`src/rtl/df_forward_unit_if.sv`:
```
// Decode-to-DSP48 opmode bundle for the forwarding unit.
// Master drives the instruction fields, slave returns the corrected opmode.
interface df_forward_unit_if #(
    parameter int ADDR_W = 5,
    parameter int OPM_W  = 7
);
    logic              ENABLE;
    logic [ADDR_W-1:0] D;
    logic [ADDR_W-1:0] C;
    logic [OPM_W-1:0]  OPMODE;
    logic [OPM_W-1:0]  OPMODE_DF;

    modport master (
        output ENABLE,
        output D,
        output C,
        output OPMODE,
        input  OPMODE_DF
    );

    modport slave (
        input  ENABLE,
        input  D,
        input  C,
        input  OPMODE,
        output OPMODE_DF
    );
endinterface

```
`src/rtl/df_forward_unit.sv`:
```
// One-deep RAW forwarding for the DSP48 C operand.
// Rewrites the Z-mux field from C to P when C matches the prior destination.
module df_forward_unit #(
    parameter int          ADDR_W = 5,
    parameter int          OPM_W  = 7,
    parameter logic [2:0]  Z_C    = 3'b011,
    parameter logic [2:0]  Z_P    = 3'b010
) (
    input  logic               CLK,
    input  logic               RESET,
    df_forward_unit_if.slave   bus
);
    logic [ADDR_W-1:0] r_d_prev;
    logic              r_v_prev;
    logic [OPM_W-1:0]  r_opmode_df;

    logic              w_hit;
    logic              w_writes;
    logic [OPM_W-1:0]  w_opmode_cor;

    // Hazard detect and Z-field rewrite; X and Y pass through untouched
    always_comb begin
        w_hit        = r_v_prev
                     && (bus.C == r_d_prev)
                     && (bus.OPMODE[OPM_W-1:4] == Z_C);
        w_writes     = |bus.OPMODE;
        w_opmode_cor = bus.OPMODE;
        if (w_hit) begin
            w_opmode_cor = {Z_P, bus.OPMODE[3:0]};
        end
    end

    // History and output register; a stall leaves the hazard window open
    always_ff @(posedge CLK or negedge RESET) begin
        if (!RESET) begin
            r_d_prev    <= '0;
            r_v_prev    <= 1'b0;
            r_opmode_df <= '0;
        end else if (bus.ENABLE) begin
            r_d_prev    <= bus.D;
            r_v_prev    <= w_writes;
            r_opmode_df <= w_opmode_cor;
        end
    end

    assign bus.OPMODE_DF = r_opmode_df;
endmodule

```
`src/flat_wrapper.sv`:
```
// flat-port wrapper written by rule: the top's interface ports become plain ports
module df_forward_unit_flat 
#(
    parameter int          ADDR_W = 5,
    parameter int          OPM_W  = 7,
    parameter logic [2:0]  Z_C    = 3'b011,
    parameter logic [2:0]  Z_P    = 3'b010
)
  (CLK, RESET, bus_ENABLE, bus_D, bus_C, bus_OPMODE, bus_OPMODE_DF);
  df_forward_unit_if #(.ADDR_W(ADDR_W), .OPM_W(OPM_W)) bus_i ();
  input  logic CLK;
  input  logic RESET;
  input wire logic [$bits(bus_i.ENABLE)-1:0] bus_ENABLE;
  input wire logic [$bits(bus_i.D)-1:0] bus_D;
  input wire logic [$bits(bus_i.C)-1:0] bus_C;
  input wire logic [$bits(bus_i.OPMODE)-1:0] bus_OPMODE;
  output wire logic [$bits(bus_i.OPMODE_DF)-1:0] bus_OPMODE_DF;
  assign bus_i.ENABLE = bus_ENABLE;
  assign bus_i.D = bus_D;
  assign bus_i.C = bus_C;
  assign bus_i.OPMODE = bus_OPMODE;
  assign bus_OPMODE_DF = bus_i.OPMODE_DF;
  df_forward_unit #(.ADDR_W(ADDR_W), .OPM_W(OPM_W), .Z_C(Z_C), .Z_P(Z_P)) u_core (.CLK(CLK), .RESET(RESET), .bus(bus_i));
endmodule
```
`config.mk`:
```
export PLATFORM = sky130hd
export DESIGN_NAME = df_forward_unit_flat
export DESIGN_NICKNAME = d
export VERILOG_FILES = /design/src/rtl/df_forward_unit_if.sv /design/src/rtl/df_forward_unit.sv /design/src/flat_wrapper.sv
export SDC_FILE = /design/constraint.sdc
export NUM_CORES = 1
export LEC_CHECK = 0
export ABC_AREA = 1
export ABC_CLOCK_PERIOD_IN_PS = 2800
export BUFFER_PORTS_ARGS = -buffer_cell sky130_fd_sc_hd__buf_2
export CELL_PAD_IN_SITES_DETAIL_PLACEMENT = 1
export CELL_PAD_IN_SITES_GLOBAL_PLACEMENT = 1
export CORE_MARGIN = 2
export CORE_UTILIZATION = 33
export DETAILED_ROUTE_END_ITERATION = 8
export HOLD_SLACK_MARGIN = 0.06
export PLACE_DENSITY_LB_ADDON = 0.2
export SLEW_MARGIN = 20
export SYNTH_ARGS = -nofsm -noshare
export SYNTH_HDL_FRONTEND = slang
export SYNTH_SLANG_ARGS = --single-unit
```
`constraint.sdc`:
```
create_clock -name CLK -period 2.8 [get_ports CLK]
set_clock_uncertainty 0.15 [all_clocks]
set_input_delay 0.14 -clock CLK [delete_from_list [all_inputs] [get_ports CLK]]
set_output_delay 0.14 -clock CLK [all_outputs]
set_load 0.05 [all_outputs]
```
==> impl_summary.log, run 1 <==
INFO  metric cap_violations = 0
INFO  metric preCtsSetupSlack = 1730 ps
INFO  metric postSynthRegisterBits = 13
INFO  metric coreArea = 1760 sq um
INFO  metric antenna_found_initial = 0
INFO  metric grt-ovfl-total = 0
INFO  metric post_cts_resize_count = 0
INFO  metric rsz0062_at_grt = false
INFO  metric crit_slowest_cell = dlygate4sd3_1
INFO  metric min-delay-path-class = in -> reg
INFO  metric i_o_buffers = 26
INFO  metric worst_slew_margin_rel = 0.754
INFO  metric tritoncts = done
INFO  metric crit_path_end_kind = flop
INFO  metric fmax = 838 MHz
INFO  metric worst_setup_hold_path_clk_slew = 80 ps
INFO  metric synth_area_per_cell = 7.55 sq um
INFO  metric antenna_cells_inserted = 0
INFO  metric placer_congestion_estimate = 0.676
INFO  metric post_synth_instance_area = 634 sq um
INFO  metric worst_path_dominant_cell_family = buffers and inverters
INFO  metric critPathLaunchType = primary input
INFO  metric critical_path.max_stage_delay = 530 ps
INFO  metric leakage = 0.527 nW
INFO  metric cts_num_sinks = 13
INFO  metric insertion_delay = 260 ps
INFO  metric grt_first_pass_wirelength = 2.79 mm
INFO  metric detailroute.via_count = 670
INFO  metric outcome = complete, no violations
INFO  metric cp_max_fo = 2
INFO  metric hpwl = 1.17 mm
INFO  metric floorplan.die_area = 2290 sq um
INFO  metric grt_start_max_net_pins = 19
INFO  metric syn-num-nets = 104
INFO  metric drc_errors = 0
INFO  metric post-route-worst-setup-slack = 1610 ps
INFO  metric final-max-slew-violation-count = 0
INFO  metric vias_per_cell = 4.47
INFO  metric most-common-layout-cells = 40 x nand2_1, 26 x buf_2, 13 x dlygate4sd3_1, 13 x dfrtp_1, 10 x inv_1
INFO  metric vdd_ir_drop_max = 0.000256 V
INFO  metric root_buffer = clkbuf_4
INFO  metric num_rows = 15
INFO  metric final_nets = 146
INFO  metric grt_pass1_vias = 713
INFO  metric period_utilization_post_route = 0.426
INFO  metric register_area = 325 sq um
INFO  metric synthesis.instances = 84
INFO  metric routed_wirelength = 1.62 mm
INFO  metric numCtsBuffers = 3
INFO  metric fillers = 251
INFO  metric fin_crit = 1190 ps
INFO  metric first_pass_iters = 2
INFO  metric worst-endpoint-arrival = 1210 ps
INFO  metric final-hold-violation-count = 0
INFO  metric drive_above_1_share = 0.272
INFO  metric initialDrtViolationCount = 4
INFO  metric synth.yosys.warnings = 0
INFO  metric die-height = 47.8 um
INFO  metric cts-root-to-sink-buffers = 2
INFO  metric finalSetupViolations = 0
INFO  metric report.power.total = 0.000439 W
INFO  metric initial_utilization = 0.360
INFO  metric die-width = 47.8 um
INFO  metric grtUsageTotal = 0.178
INFO  metric timing.setup.tns = 0 ps
INFO  metric tightest_slew = 369 ps
INFO  metric multi_input_comb_area = 233 sq um
INFO  metric route.detailed.wl_per_inst = 10.8 um
INFO  metric h_tree_depth_reported_by_cts = 1
INFO  metric cp_num_buf_inv = 3
INFO  metric final_common_cell = nand2_1
INFO  metric critPathKind = in -> reg
INFO  metric synthToLayoutAreaGrowth = 46.5%
INFO  metric fin_util = 0.527
INFO  metric power.density = 472 nW/um^2
INFO  metric io_pins = 27
INFO  metric synth_cell_types = 13
INFO  metric synth_sequential_area_ratio = 0.513
INFO  metric worstPathRequired = 2810 ps
INFO  metric residual_antenna_violating_net_count_after_detailed_routing = 0
INFO  metric timing.critical_path.cells = dlygate4sd3_1 > buf_2 > inv_1 > nand3_1 > nor2_1 > nand3_1 > nand2_1 > nand2_1
## area by class of cell
cell class / count / share of cell area
sequential: 13 / 0.350
timing repair buffer: 39 / 0.280
multi-input combinational: 56 / 0.250
inverter: 13 / 0.0579
tap: 25 / 0.0336
clock buffer: 4 / 0.0283
## where the power goes
group          internal, W  leakage [nW]  total (W)  switching, W
logic            0.0000422         0.357   0.000116     0.0000740
registers         0.000203         0.155   0.000211    0.00000817
clock network    0.0000550        0.0150   0.000112     0.0000567
total             0.000300         0.527   0.000439      0.000139
## flip-flops by register name, summed over array words and instances (netlist names)
signal                count
u_core.r_d_prev           5
u_core.r_v_prev           1
u_core.bus.OPMODE_DF      7
## worst paths after layout
path / start / end / slack, ps / cells after the start
max: bus_OPMODE[6] / u_core.bus.OPMODE_DF[4] / 1610 / 8
min: bus_ENABLE / u_core.r_d_prev[0] / 130 / 3
max reg2reg: u_core.r_d_prev[3] / u_core.bus.OPMODE_DF[4] / 1750 / 7
min reg2reg: u_core.bus.OPMODE_DF[2] / u_core.bus.OPMODE_DF[2] / 330 / 2
max in group asynchronous: RESET / u_core.bus.OPMODE_DF[5] / 2110 / 2
min in group asynchronous: RESET / u_core.bus.OPMODE_DF[4] / 160 / 2
## what timing repair did
| action | CTS | global route |
|---|---|---|
| setup buffers | 0 | 0 |
| hold buffers | 13 | 0 |
| hold endpoints to repair | 26 | 0 |
## worst reg2reg max path, delay by kind of cell, from the launching register on
| family | cells | cell delay [ps] |
|---|---|---|
| simple gates | 6 | 390 |
| flops | 1 | 350 |
| buf+inv | 1 | 50 |
## metrics by stage
step,hold slack [ps],std cells,instance area [sq um]
2_1_floorplan,-306,84,634
3_3_place_gp,-106,133,773
3_5_place_dp,-104,133,773
4_1_cts,129,150,930
5_1_grt,155,150,930
6_report,130,150,930
## metal layers
metal | vias up | track usage | routed length, um
met5 | - | 0 | 0
met4 | 0 | 0.0649 | 8
met3 | 2 | 0.0302 | 66
met2 | 15 | 0.336 | 903
met1 | 320 | 0.196 | 638
li1 | 333 | - | -
## logic make-up (layout without fill, tap and decap cells)
logic type / Yosys count / count (layout) / share of synthesized area
buffers and inverters: 15 / 56 / 0.120
AO/OA/AOI/OAI: 7 / 7 / 0.0572
flip-flops: 13 / 13 / 0.513
AND/OR/NAND/NOR: 49 / 49 / 0.310
## Yosys cell counts
master	number	share of area
nand2_1	40	0.24
dfrtp_1	13	0.51
inv_1	10	0.059
o21ai_1	6	0.047
nor2_1	4	0.024
buf_6	2	0.036
inv_2	2	0.012
nand3_1	2	0.016
a31oi_1	1	0.0099
inv_6	1	0.014
nor2_2	1	0.0099
nor3_1	1	0.0079
nor3_2	1	0.016
Note: power is estimated with default switching activity, not from simulation.
==> inputs of run 2 (changes only) <==
- ABC_CLOCK_PERIOD_IN_PS: 2800 -> 1000
- CORE_UTILIZATION: 33 -> 28
- clock period: 2.8 -> 1 ns (I/O delays scaled with it)
==> impl_summary.log, run 2 (same netlist as run 1, synthesis figures left out) <==
INFO  metric register_area = 325 sq um (unchanged)
INFO  metric detailroute.via_count = 698 (+4.2%)
INFO  metric hold_slack = -91.6 ps (-222 ps)
INFO  metric final-hold-violation-count = 4 (+4)
INFO  metric crit_path_end_kind = primary output
INFO  metric residual_antenna_violating_net_count_after_detailed_routing = 0 (unchanged)
INFO  metric worst_slew_margin_rel = 0.799 (+0.0448)
INFO  metric worst_setup_hold_path_clk_slew = 80 ps (about the same)
INFO  metric leakage = 0.586 nW (+11%)
INFO  metric fmax = 957 MHz
INFO  metric rsz0062_at_grt = true
INFO  metric root_buffer = clkbuf_4
INFO  metric final_common_cell = nand2_1
INFO  metric route.detailed.wl_per_inst = 10.9 um (+1.1%)
INFO  metric critPathKind = reg -> out
INFO  metric grt_pass1_vias = 709 (-0.56%)
INFO  metric cp_num_buf_inv = 1 (-2)
INFO  metric grtUsageTotal = 0.158 (-0.0198)
INFO  metric die-width = 51.6 um (+7.8%)
INFO  metric fillers = 299 (+19%)
INFO  metric preCtsSetupSlack = -39.0 ps (-1770 ps)
INFO  metric drc_errors = 0 (unchanged)
INFO  metric cap_violations = 0 (unchanged)
INFO  metric largest_register_ffs = 7 (unchanged)
INFO  metric most-common-layout-cells = 40 x nand2_1, 17 x buf_2, 13 x dlygate4sd3_1, 13 x dfrtp_1, 10 x buf_4
INFO  metric io_pins = 27 (unchanged)
INFO  metric multi_input_comb_area = 241 sq um (+3.8%)
INFO  metric min-delay-path-class = in -> reg
INFO  metric worst_path_dominant_cell_family = flip-flops
INFO  metric failed_checks = hold timing, setup timing
INFO  metric h_tree_depth_reported_by_cts = 1 (unchanged)
INFO  metric insertion_delay = 280 ps (+20 ps)
INFO  metric synthToLayoutAreaGrowth = 67.5%
INFO  metric worst-endpoint-arrival = 840 ps (-370 ps)
INFO  metric final-max-slew-violation-count = 0 (unchanged)
INFO  metric initialDrtViolationCount = 4 (unchanged)
INFO  metric first_pass_iters = 4 (+2)
INFO  metric cp_max_fo = 2 (unchanged)
INFO  metric post-route-worst-setup-slack = -44.8 ps (-1650 ps)
INFO  metric vias_per_cell = 4.31 (-3.5%)
INFO  metric critPathLaunchType = flop
INFO  metric tightest_slew = 302 ps (-67.2 ps)
INFO  metric period_utilization_post_route = 1.04
INFO  metric timing.critical_path.cells = buf_6
INFO  metric grt_start_max_net_pins = 14 (-5)
INFO  metric tritoncts = done
INFO  metric fin_util = 0.490 (-0.0373)
INFO  metric crit_slowest_cell = dfrtp_1
INFO  metric i_o_buffers = 26 (unchanged)
INFO  metric drive_above_1_share = 0.343 (+0.0713)
INFO  metric placer_congestion_estimate = 0.687 (+1.7%)
INFO  metric critical_path.max_stage_delay = 410 ps (-120 ps)
INFO  metric vdd_ir_drop_max = 0.000706 V (+180%)
INFO  metric floorplan.die_area = 2660 sq um (+16%)
INFO  metric final_nets = 155 (+6.2%)
INFO  metric die-height = 51.6 um (+7.8%)
INFO  metric power.density = 1270 nW/um^2 (+170%)
INFO  metric outcome = finished with violations
INFO  metric initial_utilization = 0.292 (-0.0672)
INFO  metric grt_first_pass_wirelength = 2.99 mm (+7.2%)
INFO  metric cts_num_sinks = 13 (unchanged)
INFO  metric antenna_cells_inserted = 0 (unchanged)
INFO  metric finalSetupViolations = 9 (+9)
INFO  metric antenna_found_initial = 0 (unchanged)
INFO  metric numCtsBuffers = 3 (unchanged)
INFO  metric coreArea = 2170 sq um (+23%)
INFO  metric num_rows = 17 (+2)
INFO  metric hpwl = 1.14 mm (-2.2%)
INFO  metric cts-root-to-sink-buffers = 2 (unchanged)
INFO  metric fin_crit = 1040 ps
INFO  metric worstPathRequired = 800 ps (-2010 ps)
INFO  metric routed_wirelength = 1.76 mm (+9.2%)
INFO  metric grt-ovfl-total = 0 (unchanged)
run 2: worst paths after layout:
| kind | from | end | slack [ps] | depth (start not counted) |
|---|---|---|---|---|
| min reg2reg | u_core.bus.OPMODE_DF[0] | u_core.bus.OPMODE_DF[0] | 360 | 2 |
| max reg2reg | u_core.r_d_prev[0] | u_core.bus.OPMODE_DF[4] | -40 | 7 |
| max in group asynchronous | RESET | u_core.bus.OPMODE_DF[2] | 430 | 2 |
| min | bus_OPMODE[6] | u_core.r_v_prev | -90 | 3 |
| max | u_core.bus.OPMODE_DF[4] | bus_OPMODE_DF[4] | -40 | 1 |
| min in group asynchronous | RESET | u_core.bus.OPMODE_DF[6] | 40 | 2 |
run 2: cell type report:
type,count,share of cell area
Tap cell,28,0.0330
Inverter,13,0.0506
Sequential cell,13,0.306
Timing Repair Buffer,48,0.358
Multi-Input combinational cell,56,0.227
Clock buffer,4,0.0247
run 2: power by group:
| part | total, W | internal [W] | switching, W |
|---|---|---|---|
| clock network | 0.000332 | 0.000155 | 0.000178 |
| logic | 0.000416 | 0.000194 | 0.000221 |
| registers | 0.000599 | 0.000569 | 0.0000304 |
| total | 0.00135 | 0.000918 | 0.000430 |
run 2: through the flow:
step / std cells / TNS, ps / power [W] / cell area, sq um
floorplan: 84 / 0 / 0.000794 / 634
finish: 162 / -271 / 0.00135 / 1060
global placement: 141 / -26.1 / 0.000906 / 815
detailed placement: 141 / -39.0 / 0.000915 / 815
global route: 162 / -623 / 0.00143 / 1060
CTS: 160 / -315 / 0.00134 / 1030
run 2: timing repair:
| action | in CTS | in global routing |
|---|---|---|
| buffers inserted | 3 | 3 |
| gates resized for setup | 15 | 3 |
| hold buffers | 12 | 1 |
| hold endpoints to repair | 26 | 19 |
| endpoints found under the setup margin | 8 | 10 |
| pin swaps | 3 | 2 |
run 2: layer usage:
| layer | vias up | GRT usage | wire length, um |
|---|---|---|---|
| met3 | 4 | 0.0287 | 54 |
| met1 | 331 | 0.174 | 683 |
| met4 | 0 | 0.0789 | 23 |
| met5 | - | 0 | 0 |
| li1 | 351 | - | - |
| met2 | 12 | 0.288 | 1000 |
